`config.mk`:
```
export PLATFORM = sky130hd
export DESIGN_NAME = local_node_if
export DESIGN_NICKNAME = d
export VERILOG_FILES = /design/src/rtl/local_node_if_pkg.sv /design/src/rtl/node_ser.sv /design/src/rtl/local_node_if.sv
export SDC_FILE = /design/constraint.sdc
export NUM_CORES = 1
export LEC_CHECK = 0
export CAP_MARGIN = 40
export CORE_ASPECT_RATIO = 0.75
export CORE_MARGIN = 2
export CORE_UTILIZATION = 45
export CTS_BUF_LIST = sky130_fd_sc_hd__clkbuf_16
export DETAILED_ROUTE_END_ITERATION = 8
export PLACE_DENSITY_LB_ADDON = 0.12
export SLEW_MARGIN = 20
export SYNTH_ARGS = -nofsm -noshare
export SYNTH_HDL_FRONTEND = slang
export SYNTH_HIERARCHICAL = 1
export SYNTH_SLANG_ARGS = --single-unit
export TNS_END_PERCENT = 20
```
`constraint.sdc`:
```
create_clock -name clk -period 2.55 [get_ports clk]
set_input_delay 0.765 -clock clk [delete_from_list [all_inputs] [get_ports clk]]
set_output_delay 0.765 -clock clk [all_outputs]
set_load 0.01 [all_outputs]
```
`src/rtl/local_node_if_pkg.sv`:
```
// Shared definitions for the mesh node local-port interface.
// Holds the default flit field widths, the data-flit header code, the
// router direction indices and the FSM state encodings used by the
// injection and ejection paths.
package local_node_if_pkg;

  localparam int ADDR_SZ = 4;
  localparam int PL_SZ   = 8;
  localparam int HDR_SZ  = 2;

  localparam logic [1:0] HDR_DATA = 2'b01;

  // Router port indices; this interface attaches to LOCAL.
  localparam int DIR_NORTH = 0;
  localparam int DIR_EAST  = 1;
  localparam int DIR_SOUTH = 2;
  localparam int DIR_WEST  = 3;
  localparam int DIR_LOCAL = 4;

  typedef enum logic {
    TX_IDLE  = 1'b0,
    TX_SHIFT = 1'b1
  } tx_state_e;

  typedef enum logic [1:0] {
    RX_IDLE  = 2'd0,
    RX_SHIFT = 2'd1,
    RX_HOLD  = 2'd2
  } rx_state_e;

endpackage

```
`src/rtl/node_ser.sv`:
```
// Injection serialiser for the local node interface.
// A holding register accepts one flit from the core; the TX FSM moves it
// into a shift register and sends a start bit followed by FLIT_W data bits,
// LSB first. The holding register can be refilled while a frame shifts out.
// Ports:
//   clk, reset     clock, asynchronous active-high reset
//   inject_req     core request to inject inject_flit
//   inject_flit    fully assembled flit {hdr, payload, addr}
//   inject_ack     registered one-cycle pulse: flit captured
//   tx_busy        router LOCAL rx busy, sampled only before a start bit
//   tx_data        registered serial line into the router
module node_ser #(
  parameter int FLIT_W = 14
) (
  input  logic              clk,
  input  logic              reset,
  input  logic              inject_req,
  input  logic [FLIT_W-1:0] inject_flit,
  output logic              inject_ack,
  input  logic              tx_busy,
  output logic              tx_data
);
  import local_node_if_pkg::*;

  localparam int CNT_W = $clog2(FLIT_W + 1);
  localparam logic [CNT_W-1:0] CNT_LAST = CNT_W'(FLIT_W - 1);

  tx_state_e         tx_state_q, tx_state_d;
  logic [CNT_W-1:0]  cnt_q, cnt_d;
  logic [FLIT_W-1:0] hold_q, hold_d;
  logic              hold_full_q, hold_full_d;
  logic [FLIT_W-1:0] shift_q, shift_d;
  logic              ack_q, ack_d;
  logic              tx_data_q, tx_data_d;

  always_comb begin
    tx_state_d  = tx_state_q;
    cnt_d       = cnt_q;
    hold_d      = hold_q;
    hold_full_d = hold_full_q;
    shift_d     = shift_q;
    ack_d       = 1'b0;
    tx_data_d   = 1'b0;

    // Capture uses the registered empty flag, so a slot freed this cycle
    // becomes available to the core on the next one.
    if (inject_req && !hold_full_q) begin
      ack_d       = 1'b1;
      hold_d      = inject_flit;
      hold_full_d = 1'b1;
    end

    case (tx_state_q)
      TX_IDLE: begin
        if (hold_full_q && !tx_busy) begin
          tx_data_d   = 1'b1;
          shift_d     = hold_q;
          hold_d      = '0;
          hold_full_d = 1'b0;
          cnt_d       = '0;
          tx_state_d  = TX_SHIFT;
        end
      end
      TX_SHIFT: begin
        tx_data_d = shift_q[0];
        shift_d   = shift_q >> 1;
        cnt_d     = cnt_q + CNT_W'(1);
        if (cnt_q == CNT_LAST) begin
          tx_state_d = TX_IDLE;
        end
      end
      default: tx_state_d = TX_IDLE;
    endcase
  end

  // ---- register stage: TX state and outputs ----
  always_ff @(posedge clk or posedge reset) begin
    if (reset) begin
      tx_state_q  <= TX_IDLE;
      cnt_q       <= '0;
      hold_q      <= '0;
      hold_full_q <= 1'b0;
      shift_q     <= '0;
      ack_q       <= 1'b0;
      tx_data_q   <= 1'b0;
    end else begin
      tx_state_q  <= tx_state_d;
      cnt_q       <= cnt_d;
      hold_q      <= hold_d;
      hold_full_q <= hold_full_d;
      shift_q     <= shift_d;
      ack_q       <= ack_d;
      tx_data_q   <= tx_data_d;
    end
  end

  assign inject_ack = ack_q;
  assign tx_data    = tx_data_q;

endmodule

```
`src/rtl/local_node_if.sv`:
```
// Local-port network interface for one mesh node.
// Injection: builds {HDR_DATA, payload, dest} flits and serialises them
// onto the router LOCAL rx link through node_ser.
// Ejection: deserialises frames from the router LOCAL tx link, holds the
// flit for the core until rcv_read, and keeps saturating delivery and
// error counters (address != NODE_ID or header != HDR_DATA).
// Ports:
//   clk, reset                      clock, asynchronous active-high reset
//   inject_req/dest/payload/ack     core injection handshake
//   tx_data, tx_busy                serial link into the router
//   rx_data, rx_busy                serial link from the router
//   rcv_valid/payload/dest/read     held received flit and consume strobe
//   rcv_count, err_count            saturating 16-bit counters
module local_node_if #(
  parameter int NODE_ID = 0,
  parameter int ADDR_SZ = local_node_if_pkg::ADDR_SZ,
  parameter int PL_SZ   = local_node_if_pkg::PL_SZ,
  parameter int HDR_SZ  = local_node_if_pkg::HDR_SZ
) (
  input  logic               clk,
  input  logic               reset,
  input  logic               inject_req,
  input  logic [ADDR_SZ-1:0] inject_dest,
  input  logic [PL_SZ-1:0]   inject_payload,
  output logic               inject_ack,
  output logic               tx_data,
  input  logic               tx_busy,
  input  logic               rx_data,
  output logic               rx_busy,
  output logic               rcv_valid,
  output logic [PL_SZ-1:0]   rcv_payload,
  output logic [ADDR_SZ-1:0] rcv_dest,
  input  logic               rcv_read,
  output logic [15:0]        rcv_count,
  output logic [15:0]        err_count
);
  import local_node_if_pkg::*;

  localparam int FLIT_W = HDR_SZ + PL_SZ + ADDR_SZ;
  localparam int CNT_W  = $clog2(FLIT_W + 1);
  localparam logic [CNT_W-1:0] CNT_LAST = CNT_W'(FLIT_W - 1);

  function automatic logic [15:0] sat_inc16(input logic [15:0] v);
    return (v == 16'hFFFF) ? v : v + 16'd1;
  endfunction

  node_ser #(
    .FLIT_W(FLIT_W)
  ) u_ser (
    .clk        (clk),
    .reset      (reset),
    .inject_req (inject_req),
    .inject_flit({HDR_SZ'(HDR_DATA), inject_payload, inject_dest}),
    .inject_ack (inject_ack),
    .tx_busy    (tx_busy),
    .tx_data    (tx_data)
  );

  rx_state_e          rx_state_q, rx_state_d;
  logic [CNT_W-1:0]   rx_cnt_q, rx_cnt_d;
  logic [FLIT_W-1:0]  rx_shift_q, rx_shift_d;
  logic               rx_busy_q, rx_busy_d;
  logic               rcv_valid_q, rcv_valid_d;
  logic [PL_SZ-1:0]   rcv_payload_q, rcv_payload_d;
  logic [ADDR_SZ-1:0] rcv_dest_q, rcv_dest_d;
  logic [15:0]        rcv_count_q, rcv_count_d;
  logic [15:0]        err_count_q, err_count_d;
  logic [FLIT_W-1:0]  rx_flit;

  always_comb begin
    rx_state_d    = rx_state_q;
    rx_cnt_d      = rx_cnt_q;
    rx_shift_d    = rx_shift_q;
    rcv_valid_d   = rcv_valid_q;
    rcv_payload_d = rcv_payload_q;
    rcv_dest_d    = rcv_dest_q;
    rcv_count_d   = rcv_count_q;
    err_count_d   = err_count_q;
    // LSB arrives first, so each new bit enters at the top.
    rx_flit       = {rx_data, rx_shift_q[FLIT_W-1:1]};

    case (rx_state_q)
      RX_IDLE: begin
        if (rx_data) begin
          rx_cnt_d   = '0;
          rx_state_d = RX_SHIFT;
        end
      end
      RX_SHIFT: begin
        rx_shift_d = rx_flit;
        rx_cnt_d   = rx_cnt_q + CNT_W'(1);
        if (rx_cnt_q == CNT_LAST) begin
          rx_state_d    = RX_HOLD;
          rcv_valid_d   = 1'b1;
          rcv_payload_d = rx_flit[ADDR_SZ +: PL_SZ];
          rcv_dest_d    = rx_flit[ADDR_SZ-1:0];
          rcv_count_d   = sat_inc16(rcv_count_q);
          // Misrouted or non-data flits are still delivered, only counted.
          if ((rx_flit[ADDR_SZ-1:0] != ADDR_SZ'(NODE_ID)) ||
              (rx_flit[FLIT_W-1 -: HDR_SZ] != HDR_SZ'(HDR_DATA))) begin
            err_count_d = sat_inc16(err_count_q);
          end
        end
      end
      RX_HOLD: begin
        if (rcv_read) begin
          rcv_valid_d = 1'b0;
          rx_state_d  = RX_IDLE;
        end
      end
      default: rx_state_d = RX_IDLE;
    endcase

    rx_busy_d = (rx_state_d != RX_IDLE);
  end

  // ---- register stage: RX state, held flit and counters ----
  always_ff @(posedge clk or posedge reset) begin
    if (reset) begin
      rx_state_q    <= RX_IDLE;
      rx_cnt_q      <= '0;
      rx_shift_q    <= '0;
      rx_busy_q     <= 1'b0;
      rcv_valid_q   <= 1'b0;
      rcv_payload_q <= '0;
      rcv_dest_q    <= '0;
      rcv_count_q   <= '0;
      err_count_q   <= '0;
    end else begin
      rx_state_q    <= rx_state_d;
      rx_cnt_q      <= rx_cnt_d;
      rx_shift_q    <= rx_shift_d;
      rx_busy_q     <= rx_busy_d;
      rcv_valid_q   <= rcv_valid_d;
      rcv_payload_q <= rcv_payload_d;
      rcv_dest_q    <= rcv_dest_d;
      rcv_count_q   <= rcv_count_d;
      err_count_q   <= err_count_d;
    end
  end

  assign rx_busy     = rx_busy_q;
  assign rcv_valid   = rcv_valid_q;
  assign rcv_payload = rcv_payload_q;
  assign rcv_dest    = rcv_dest_q;
  assign rcv_count   = rcv_count_q;
  assign err_count   = err_count_q;

endmodule

```
==> impl_metrics.csv <==
group,metric,value,unit
run_status,status,"finished clean",
critical_path,cpMaxStageDelayCell,"clkdlybuf4s50_1",
drt,viasPerCell,5.15,
sta,finalMaxSlewViolations,0,
synth,synth_compound_area_share,5.78,%
floorplanning,dieArea,0.0109,mm2
critical_path,crit_buf_inv,1,
layout,diodes,0,
power,leakagePower,2.73,nW
floorplanning,initial_utilization,46.5,%
global_route,grt_antenna_before_repair,0,
synth,syn_nets,472,
placed_design,dp.cells,644,
critical_path,crit_required,1.79,ns
critical_path,cp_top_family,"buffers and inverters",
sta,fin_ws,0.337,ns
global_route,grt_first_pass_wirelength,16300,um
clocking,cts_root_buffer,"clkbuf_16",
critical_path,crit_chain,"clkdlybuf4s50_1",
critical_path,endpoint_kind,"output pin",
drt,drcViolationCount,0,
placed_design,port_buffers,65,
layout,post-route-util,58.6,%
layout,fill_cells,840,
synth,synthCells,448,
synth,synth_fa_ha_area_share,1.66,%
min_path,hold_class,"register to register",
global_route,top_usage_layer,"met2",
synth,muxShareOfSynthArea,4.50,%
sta,finalCritPeriodShare,86.8,%
layout,area_growth,26.0,%
clocking,hold_buffers,0,
critical_path,slowest_delay,0.61,ns
layout,final_net_count,547,
floorplanning,io_pins,66,
synth,synth_warnings,6,
clocking,cts.clk_slew.worst_paths,0.06,ns
sta,tightestPinTransition,0.745,ns
critical_path,critical_path_arrival,1.45,ns
floorplanning,die_w,120,um
global_route,grt_use_met3,5.68,%
clocking,clockBufferDepth,2,
critical_path,crit_path_start_kind,"register",
drt,vias,3394,
drt,ant_nets,0,
placed_design,place.gp.congestion,0.800,
placed_design,pre_cts_slack,0.272,ns
clocking,cts_tree,"built",
synth,synth_xor_area_share,5.61,%
synth,synth_area,0.00453,mm2
layout,mostFrequentLayoutCells,"nand2_1, dfrtp_1, clkdlybuf4s50_1",
sta,setup_viol,0,
global_route,grtUsageMet1,26.4,%
power,ir_drop,0.000432,V
clocking,h-tree-depth,3,
clocking,ctsResizeCount,0,
layout,drive_gt1_share,7.59,%
global_route,grt_overflow,0,
synth,synth_seq_cells,101,
clocking,numCtsBuffers,9,
synth,yosys.area_share.simple,23.7,%
floorplanning,rows,31,
sta,clock_skew,0.00922,ns
layout,final_common_cell,"nand2_1",
synth,synth_cell_types,45,
drt,drt-pass1-iter-count,5,
sta,slew_headroom,49.9,%
drt,drt_first_iter_violations,356,
global_route,grt_pass1_vias,3376,
layout,finalInstanceArea,0.00570,mm2
global_route,grt_max_degree,25,
critical_path,critPathKind,"register to output pin",
sta,rsz0062_at_grt,"false",
sta,hold_viol,0,
layout,final_cells,659,
global_route,grt.met2_usage,28.0,%
floorplanning,coreArea,0.00974,mm2
power,p_per_area,995,mW/mm2
sta,min_period,2.21,ns
floorplanning,dieHeight,90.9,um
drt,wl_per_cell,14.1,um
placed_design,placed_area,0.00540,mm2
drt,routed_wl,9290,um
sta,max_clock_freq,0.452,GHz
synth,synth_top_family_by_area,"simple AND/OR/NAND/NOR gates",
clocking,post-cts-setup-buffers,0,
job,drv_cap,0,
placed_design,hpwl,6360,um
clocking,clock_latency,0.34,ns
synth,synth.avg_cell_area,10.1,um2
sta,fin_setup_tns,0,ns
critical_path,path_max_fanout,8,
synth,ys_seq_area_share,55.8,%
clocking,clock-sinks,101,
global_route,grtUsageTotal,18.6,%
[synthesized netlist by cell type (all sizes together)]
master	number	share of area [%]
ha	6	1.7
xor2	27	5.2
nor3	9	0.99
o21ai	21	2.3
or4	4	0.83
a41oi	1	0.19
and3	2	0.28
conb	2	0.17
mux2i	17	3.8
and4	1	0.19
nand2	134	11
nor4	16	2.5
nand3b	1	0.17
dfrtp	101	56
inv	7	0.58
xnor2	2	0.39
nor4b	1	0.33
nor3b	4	0.66
or4b	2	0.44
buf	9	1.4
nand3	18	2.0
a21oi	15	1.7
clkbuf	9	0.75
nand4	10	1.7
and2b	1	0.17
or2	2	0.28
nor2	9	0.91
a31oi	1	0.14
a22o	2	0.39
a21o	2	0.33
o21bai	1	0.17
o311ai	1	0.58
nand2b	6	0.99
and2	1	0.14
mux2	3	0.75
[metal layers]
layer | vias to the layer above | share of wire, %
met5 | - | 0
met3 | 2 | 4.9
met1 | 1635 | 50
met4 | 0 | 0.39
li1 | 1668 | -
met2 | 89 | 45
[path summary, 6_finish.rpt]
| check | start | end | slack [ns] | cells after the start |
|---|---|---|---|---|
| worst max register to register | rx_cnt_q[0]$_DFFE_PP0P_ | rx_busy$_DFF_PP0_ | 0.51 | 6 |
| worst max-delay path | err_count[8]$_DFFE_PP0P_ | err_count[8] | 0.34 | 1 |
| worst min register to register | rcv_payload[1]$_DFFE_PP0P_ | rcv_payload[1]$_DFFE_PP0P_ | 0.48 | 2 |
| worst min-delay path | rcv_payload[1]$_DFFE_PP0P_ | rcv_payload[1]$_DFFE_PP0P_ | 0.48 | 2 |
| max in group asynchronous | reset | rcv_payload[0]$_DFFE_PP0P_ | 1.16 | 3 |
| min in group asynchronous | reset | u_ser/cnt_q[1]$_DFFE_PP0P_ | 0.84 | 3 |
[power breakdown]
group / internal, mW / switching (mW)
combinational: 0.838 / 0.876
clock: 0.845 / 0.562
sequential: 2.12 / 0.437
total: 3.80 / 1.87
[sequential cells by signal, summed over array words and instances (netlist names), 2 cells and up]
| signal | cells |
|---|---|
| err_count | 16 |
| rcv_count | 16 |
| rx_cnt_q | 4 |
| rcv_payload | 8 |
| u_ser/shift_q | 14 |
| rcv_dest | 4 |
| rx_state_q | 2 |
| u_ser/cnt_q | 4 |
| rx_shift_q | 13 |
| u_ser/hold_q | 14 |
[per-stage QoR]
| step | power, mW | hold slack [ns] |
|---|---|---|
| 2_1_floorplan | 3.61 | 0.449 |
| 4_1_cts | 5.74 | 0.481 |
| 5_1_grt | 6.10 | 0.505 |
| 3_3_place_gp | 4.23 | 0.459 |
| 3_5_place_dp | 4.31 | 0.465 |
| 6_report | 5.68 | 0.479 |
[layout make-up]
type	count	area, um2	area share (%)
Multi-Input combinational cell	322	1880	32.9
Clock buffer	9	225	3.95
Sequential cell	101	2530	44.3
Inverter	7	26.3	0.461
Timing Repair Buffer	82	803	14.1
Clock inverter	6	80.1	1.40
Tap cell	132	165	2.90
[worst register-to-register path, cell delays in order (launching register included)]
cell and delay (ns):
dfrtp_1 0.43, ha_1 0.23, and3_1 0.24, nand2_1 0.31, buf_4 0.26, o21ai_0 0.12
or2_2 0.33
[logic make-up after synthesis]
family | count (synthesis)
buffers and inverters | 25
AOI/OAI and AO/OA | 44
and+or+nand+nor | 221
DFF | 101
muxes | 20
xor gates and xnor gates | 29
adders and majority gates | 6
other | 2
No activity file was read; power rests on OpenSTA's default activity.
